--- src/rtl/fetch_pkg.sv ---
// rtl/fetch_pkg.sv - shared types and constants for the instruction fetch controller
package fetch_pkg;

    typedef enum logic [1:0] {
        ST_BOOT  = 2'd0,
        ST_RUN   = 2'd1,
        ST_STALL = 2'd2,
        ST_HALT  = 2'd3
    } fetch_state_t;

    localparam int FETCH_BYTES = 8;
    localparam int INSTR_BYTES = 4;

endpackage

--- src/rtl/fetch_credit_counter.sv ---
// rtl/fetch_credit_counter.sv - decode-queue credit pool with reload and range checks
module fetch_credit_counter #(
    parameter  int DEPTH = 8,
    localparam int CW    = $clog2(DEPTH) + 1
) (
    input  logic          clk,
    input  logic          rst,
    input  logic [1:0]    i_inc,
    input  logic [1:0]    i_dec,
    input  logic          i_reload,
    output logic [CW-1:0] o_credits,
    output logic [CW-1:0] o_credits_next
);

    localparam logic [CW-1:0] FULL = CW'(DEPTH);

    logic [CW-1:0] r_credits;
    logic [CW:0]   w_up;
    logic [CW:0]   w_diff;
    logic          w_under;
    logic          w_over;

    // Apply the freed entries before the consumed ones so a full pool can still be refilled and drained in one cycle
    always_comb begin
        w_up           = {1'b0, r_credits} + (CW+1)'(i_inc);
        w_under        = w_up < (CW+1)'(i_dec);
        w_diff         = w_up - (CW+1)'(i_dec);
        w_over         = !w_under && (w_diff > (CW+1)'(DEPTH));
        o_credits_next = w_diff[CW-1:0];
        if (i_reload) begin
            o_credits_next = FULL;
        end else if (w_under) begin
            o_credits_next = '0;
        end else if (w_over) begin
            o_credits_next = FULL;
        end
    end

    // Credit register; reset leaves the whole queue free
    always_ff @(posedge clk or negedge rst) begin
        if (!rst) begin
            r_credits <= FULL;
        end else begin
            r_credits <= o_credits_next;
        end
    end

    // Out-of-range updates mean the decode queue and fetch disagree about occupancy
    always @(posedge clk) begin
        if (rst && !i_reload) begin
            assert (i_inc <= 2'd2 && i_dec <= 2'd2);
            assert (!w_under);
            assert (!w_over);
        end
    end

    assign o_credits = r_credits;

endmodule

--- src/rtl/fetch_controller.sv ---
// rtl/fetch_controller.sv - two-wide instruction fetch sequencer with credit flow control
module fetch_controller
    import fetch_pkg::*;
#(
    parameter  int ADDR_WIDTH  = 32,
    parameter  int QUEUE_DEPTH = 8,
    localparam int CW          = $clog2(QUEUE_DEPTH) + 1
) (
    input  logic                  clk,
    input  logic                  rst,
    input  logic [ADDR_WIDTH-1:0] start_addr,
    input  logic                  flush_valid,
    input  logic [ADDR_WIDTH-1:0] flush_addr,
    input  logic                  redirect_valid,
    input  logic [ADDR_WIDTH-1:0] redirect_addr,
    input  logic                  halt_req,
    input  logic                  fetch_gnt,
    input  logic [1:0]            deq_count,
    output logic                  fetch_req,
    output logic [ADDR_WIDTH-1:0] fetch_pc,
    output logic [1:0]            fetch_slot_valid,
    output logic                  fetch_epoch,
    output logic [CW-1:0]         credits,
    output fetch_state_t          state
);

    fetch_state_t          r_state;
    logic [ADDR_WIDTH-1:0] r_pc;
    logic                  r_epoch;

    fetch_state_t          w_next_state;
    logic [ADDR_WIDTH-1:0] w_next_pc;
    logic                  w_active;
    logic                  w_reload;
    logic                  w_req;
    logic                  w_fire;
    logic [1:0]            w_slot;
    logic [1:0]            w_dec;
    logic [CW-1:0]         w_credits;
    logic [CW-1:0]         w_credits_next;

    // Targets are word addresses; the low two bits are dropped on every load
    function automatic logic [ADDR_WIDTH-1:0] align_word(input logic [ADDR_WIDTH-1:0] a);
        return a & ~ADDR_WIDTH'(3);
    endfunction

    // Request qualification, slot validity and the credit cost of a granted bundle
    always_comb begin
        w_active = (r_state == ST_RUN) || (r_state == ST_STALL);
        w_reload = (r_state != ST_BOOT) && (flush_valid || (redirect_valid && w_active));
        w_req    = (r_state == ST_RUN) && (w_credits >= CW'(2)) && !flush_valid && !redirect_valid;
        w_slot   = 2'b00;
        if (r_state != ST_BOOT) begin
            w_slot = r_pc[2] ? 2'b01 : 2'b11;
        end
        w_fire = w_req && fetch_gnt;
        w_dec  = w_fire ? (2'(w_slot[0]) + 2'(w_slot[1])) : 2'd0;
    end

    fetch_credit_counter #(
        .DEPTH (QUEUE_DEPTH)
    ) u_credits (
        .clk            (clk),
        .rst            (rst),
        .i_inc          (deq_count),
        .i_dec          (w_dec),
        .i_reload       (w_reload),
        .o_credits      (w_credits),
        .o_credits_next (w_credits_next)
    );

    // Single priority chain for state and PC: flush > redirect > halt > grant > hold
    always_comb begin
        w_next_state = r_state;
        w_next_pc    = r_pc;
        if (r_state == ST_BOOT) begin
            w_next_state = ST_RUN;
            w_next_pc    = align_word(start_addr);
        end else if (flush_valid) begin
            w_next_state = ST_RUN;
            w_next_pc    = align_word(flush_addr);
        end else if (redirect_valid && w_active) begin
            w_next_state = ST_RUN;
            w_next_pc    = align_word(redirect_addr);
        end else begin
            // A misaligned bundle only carries slot0, so it steps to the next 8-byte boundary
            if (w_fire) begin
                w_next_pc = r_pc + (r_pc[2] ? ADDR_WIDTH'(INSTR_BYTES) : ADDR_WIDTH'(FETCH_BYTES));
            end
            if (halt_req && w_active) begin
                w_next_state = ST_HALT;
            end else if (w_active) begin
                w_next_state = (w_credits_next >= CW'(2)) ? ST_RUN : ST_STALL;
            end
        end
    end

    // State, PC and epoch registers; the epoch flips whenever the fetch stream is redirected
    always_ff @(posedge clk or negedge rst) begin
        if (!rst) begin
            r_state <= ST_BOOT;
            r_pc    <= '0;
            r_epoch <= 1'b0;
        end else begin
            r_state <= w_next_state;
            r_pc    <= w_next_pc;
            r_epoch <= r_epoch ^ w_reload;
        end
    end

    assign fetch_req        = w_req;
    assign fetch_pc         = r_pc;
    assign fetch_slot_valid = w_slot;
    assign fetch_epoch      = r_epoch;
    assign credits          = w_credits;
    assign state            = r_state;

endmodule

--- config.mk ---
export PLATFORM = sky130hd
export DESIGN_NAME = fetch_controller
export DESIGN_NICKNAME = d
export VERILOG_FILES = /design/src/rtl/fetch_pkg.sv /design/src/rtl/fetch_credit_counter.sv /design/src/rtl/fetch_controller.sv
export SDC_FILE = /design/constraint.sdc
export NUM_CORES = 1
export LEC_CHECK = 0
export ABC_AREA = 1
export ABC_CLOCK_PERIOD_IN_PS = 3200
export BUFFER_PORTS_ARGS = -buffer_cell sky130_fd_sc_hd__buf_2
export CORE_UTILIZATION = 50
export DETAILED_ROUTE_END_ITERATION = 10
export PLACE_DENSITY = 0.82
export SYNTH_ARGS = -nofsm -noshare
export SYNTH_HDL_FRONTEND = slang
export SYNTH_SLANG_ARGS = --single-unit
--- constraint.sdc ---
create_clock -name clk -period 3.2 [get_ports clk]
set_clock_uncertainty 0.1 [all_clocks]
set_input_delay 0.64 -clock clk [delete_from_list [all_inputs] [get_ports clk]]
set_output_delay 0.64 -clock clk [all_outputs]
set_load 0.02 [all_outputs]
==> run metrics <==
max cap viols=0; number of hold violations in the final report=0; # Post-CTS Setup Buffers=0; Worst setup startpoint=state[1]; sequential fraction of design power=34.2%; Pre-Repair DR Iteration Count=5; reg-to-reg startpoint=state[1]; R2R Setup Slk=roughly 0.26 ns; count of H-tree levels built during CTS=2; post-synthesis xor/xnor area fraction=0.709%; most used flip-flop cell after synthesis=dfrtp_1; Switching Share=48.7%; clock tree from TritonCTS=yes; Reg-to-Reg End=state[1]; initial antenna violation count=0; Worst Setup Slack, final=about 0.26 ns; fraction of synthesized cell area taken by the top area cell type=roughly 24%; cell mode on critical path=nand2_1; highest attainable clock frequency=about 0.34 GHz; number of top-level pins=146; static leakage power=0.00238 µW; Final Critical Period=roughly 2.9 ns; Synth Area in Simple Gates=46.1%; number of buffer and inverter stages on the critical path=5; layout filler cell count=718; fraction of power consumed by the clock network=approximately 15%; share of flip-flops with an asynchronous set or reset after synthesis=100%; number of global-route vias before repair=4,053; cell taking the most area after synthesis=dfrtp_1; Syn-to-layout area delta=21.7%; total congestion overflow after global routing=0; Net Switching=between 1000 and 1500 µW; all-layer global routing usage=31.2%; hold-fix buffer count after cts=0; CP max-delay cell=fa_1; fraction of final layout cells sized beyond drive strength 1=25.7%; Residual DRC=0; chain of cells forming the critical path=inv_1 > ha_1 > inv_1 > nor4_4 > nand2_2 > nor3_2 > ha_1 > inv_1 > fa_1 > inv_1 > nand2_1 > nand3b_1 > nand3_1 > nand2_2 > inv_2 > o21ai_1 > nand2_1 > nand2_1 > nand2_1 > nand2_1; data arrival time of the worst path=3.03 ns; worst setup slack after placement=0.0999 ns; Core Footprint=7210 µm²; Rel. slew slack=42.9%; post-synthesis compound-gate area fraction=roughly 14%; worst-case reg-to-reg path depth=20; HPWL after detailed placement=slightly below 9000 µm; sum of negative setup slack=0 ns; dominant cells by area after synthesis=dfrtp_1 (24%), nand2_1 (20%), nor2_1 (8.5%), inv_1 (5.6%), nand3_1 (4.9%); area of the die=just under 8000 µm²; global-route wire length before repair=~19,000 µm; internal power consumption=about 1100 µW; Inserted Clock Buffers=5; clock insertion delay at the later pin of the skew report=0.30 ns; clock transition at the register clock pins on the worst setup and hold paths after CTS=0.07 ns; die height=88.1 µm; initial DRC count=294; startpoint-to-endpoint class of the critical path=register to register; maximum count of clock buffers along a single path=2; CP Max Fanout=4; most frequent cells in the layout=nand2_1 (201), buf_2 (137), nor2_1 (84), inv_1 (55); total number of vias=4,509; Synth warnings=0; power per unit of standard cell area=470 nW/µm²; count of input and output buffers=137; post-route non-filler standard cell count=837; aggregate routed wire length=11,900 µm; Post-Layout Inst Area=~4500 µm²; count of nets left with antenna violations after detail routing=0; count of placed standard cells including taps=829; Period Utilization, post-route=92.0%; layout net count=about 850; Gates resized, CTS repair=0; dominant combinational cell family by area after synthesis=simple AND/OR/NAND/NOR gates; clock net sink count=37; Peak VDD IR=between 0.2 and 0.25 mV; setup repair after global routing missed its margin=no; number of library cell types mapped by synthesis=45; largest incremental delay on the critical path=0.43 ns; worst endpoint required time=3.29 ns; Setup crit end kind=register; class of the tightest hold or removal check=input port to asynchronous set/reset pin; number of synthesized flops with an enable pin=0; starting utilization of the core area=51.4%; wire length per cell=14.2 µm; die span in x=roughly 88 µm; transition time at the pin with the least slew margin=between 0.8 and 0.9 ns; placement-stage cell area=between 4000 and 5000 µm²; share of the yosys chip area belonging to registers=about a quarter; placer's final routability congestion estimate=around 0.9; most common cell after layout, fill and taps aside=nand2_1; combinational cell fraction of total power=50.4%; share of synthesized area spent on multiplexers=0%; netlist area before placement=3710 µm²; maximum number of pins on one net before global-route repair=47; via-per-instance ratio=5.39; crit path launch type=register; syn avg cell area=6.06 µm²; gate count after technology mapping=612; Synth Area in Adders=3.78%; critical path's top delay family=simple AND/OR/NAND/NOR gates; final-report max-slew violation count=0; cell at the root of the clock tree=clkbuf_8; Yosys reg bits=37; result of the run=finished clean; Cell Rows=31; antenna cells=0; final setup fails=0
## cells by family after synthesis
group,after synthesis
other cells,1
fa+ha+maj,10
xor+xnor,3
compound gates,93
flops,37
simple gates,381
buf+inv,87
## synth_stat cells, types with 4 or more instances
| master | number |
|---|---|
| o211ai_1 | 8 |
| o21ai_0 | 27 |
| buf_4 | 4 |
| a31oi_1 | 5 |
| nand3_1 | 36 |
| nand2_1 | 201 |
| o21ai_1 | 15 |
| nand3b_1 | 8 |
| a21oi_1 | 27 |
| inv_1 | 55 |
| nor2_1 | 84 |
| clkbuf_1 | 6 |
| buf_2 | 9 |
| dfrtp_1 | 36 |
| inv_2 | 4 |
| ha_1 | 8 |
| buf_1 | 4 |
| nand2_2 | 7 |
| nor3_1 | 13 |
| nand4_1 | 8 |
| nor2_2 | 6 |
| nor3_2 | 6 |
## per-stage QoR
| stage | total power, µW | hold slack [ns] | utilization [%] |
|---|---|---|---|
| after floorplan | 1430 | 0.244 | - |
| after global placement | 1760 | 0.381 | 61.4 |
| after detailed placement | 1790 | 0.395 | 61.4 |
| after CTS | 2110 | 0.377 | 62.5 |
| after global routing | 2280 | 0.410 | 62.6 |
| final | 2120 | 0.353 | 62.6 |
## layer usage
layer / vias to the layer above / GRT usage [%] / part of all wire, %
met5: - / 0 / 0
met4: 0 / 9.09 / 1.0
met3: 15 / 4.34 / 6.6
met2: 200 / 52.9 / 48
met1: 2075 / 41.5 / 44
li1: 2219 / - / -
## registers in the layout, summed over array words and instances, names as in the netlist
signal and count:
fetch_epoch 1, fetch_pc 30, state 2, u_credits.o_credits 4
## power by group through the flow
stage	Combinational, µW	Clock (µW)	Sequential (µW)
final	1070	327	727
after global routing	1190	351	740
after CTS	1060	329	722
after detailed placement	1060	0	731
after global placement	1030	0	725
after floorplan	617	0	816
## cell type report
type / count / area [µm²] / share of cell area (%)
clock buffers: 6 / 72.6 / 1.61
inverters: 61 / 231 / 5.13
clock inverters: 2 / 10.0 / 0.222
well taps: 99 / 124 / 2.74
repair buffers: 143 / 731 / 16.2
flip-flops and latches: 37 / 927 / 20.5
multi-input cells: 489 / 2420 / 53.6
## worst max-delay path by stage
stage,to,cells after the start
2_1_floorplan,state[1],18
3_3_place_gp,state[1],18
3_5_place_dp,state[1],18
4_1_cts,state[1],20
5_1_grt,state[1],20
6_report,state[1],20
Power figures use the tool's default switching activity.
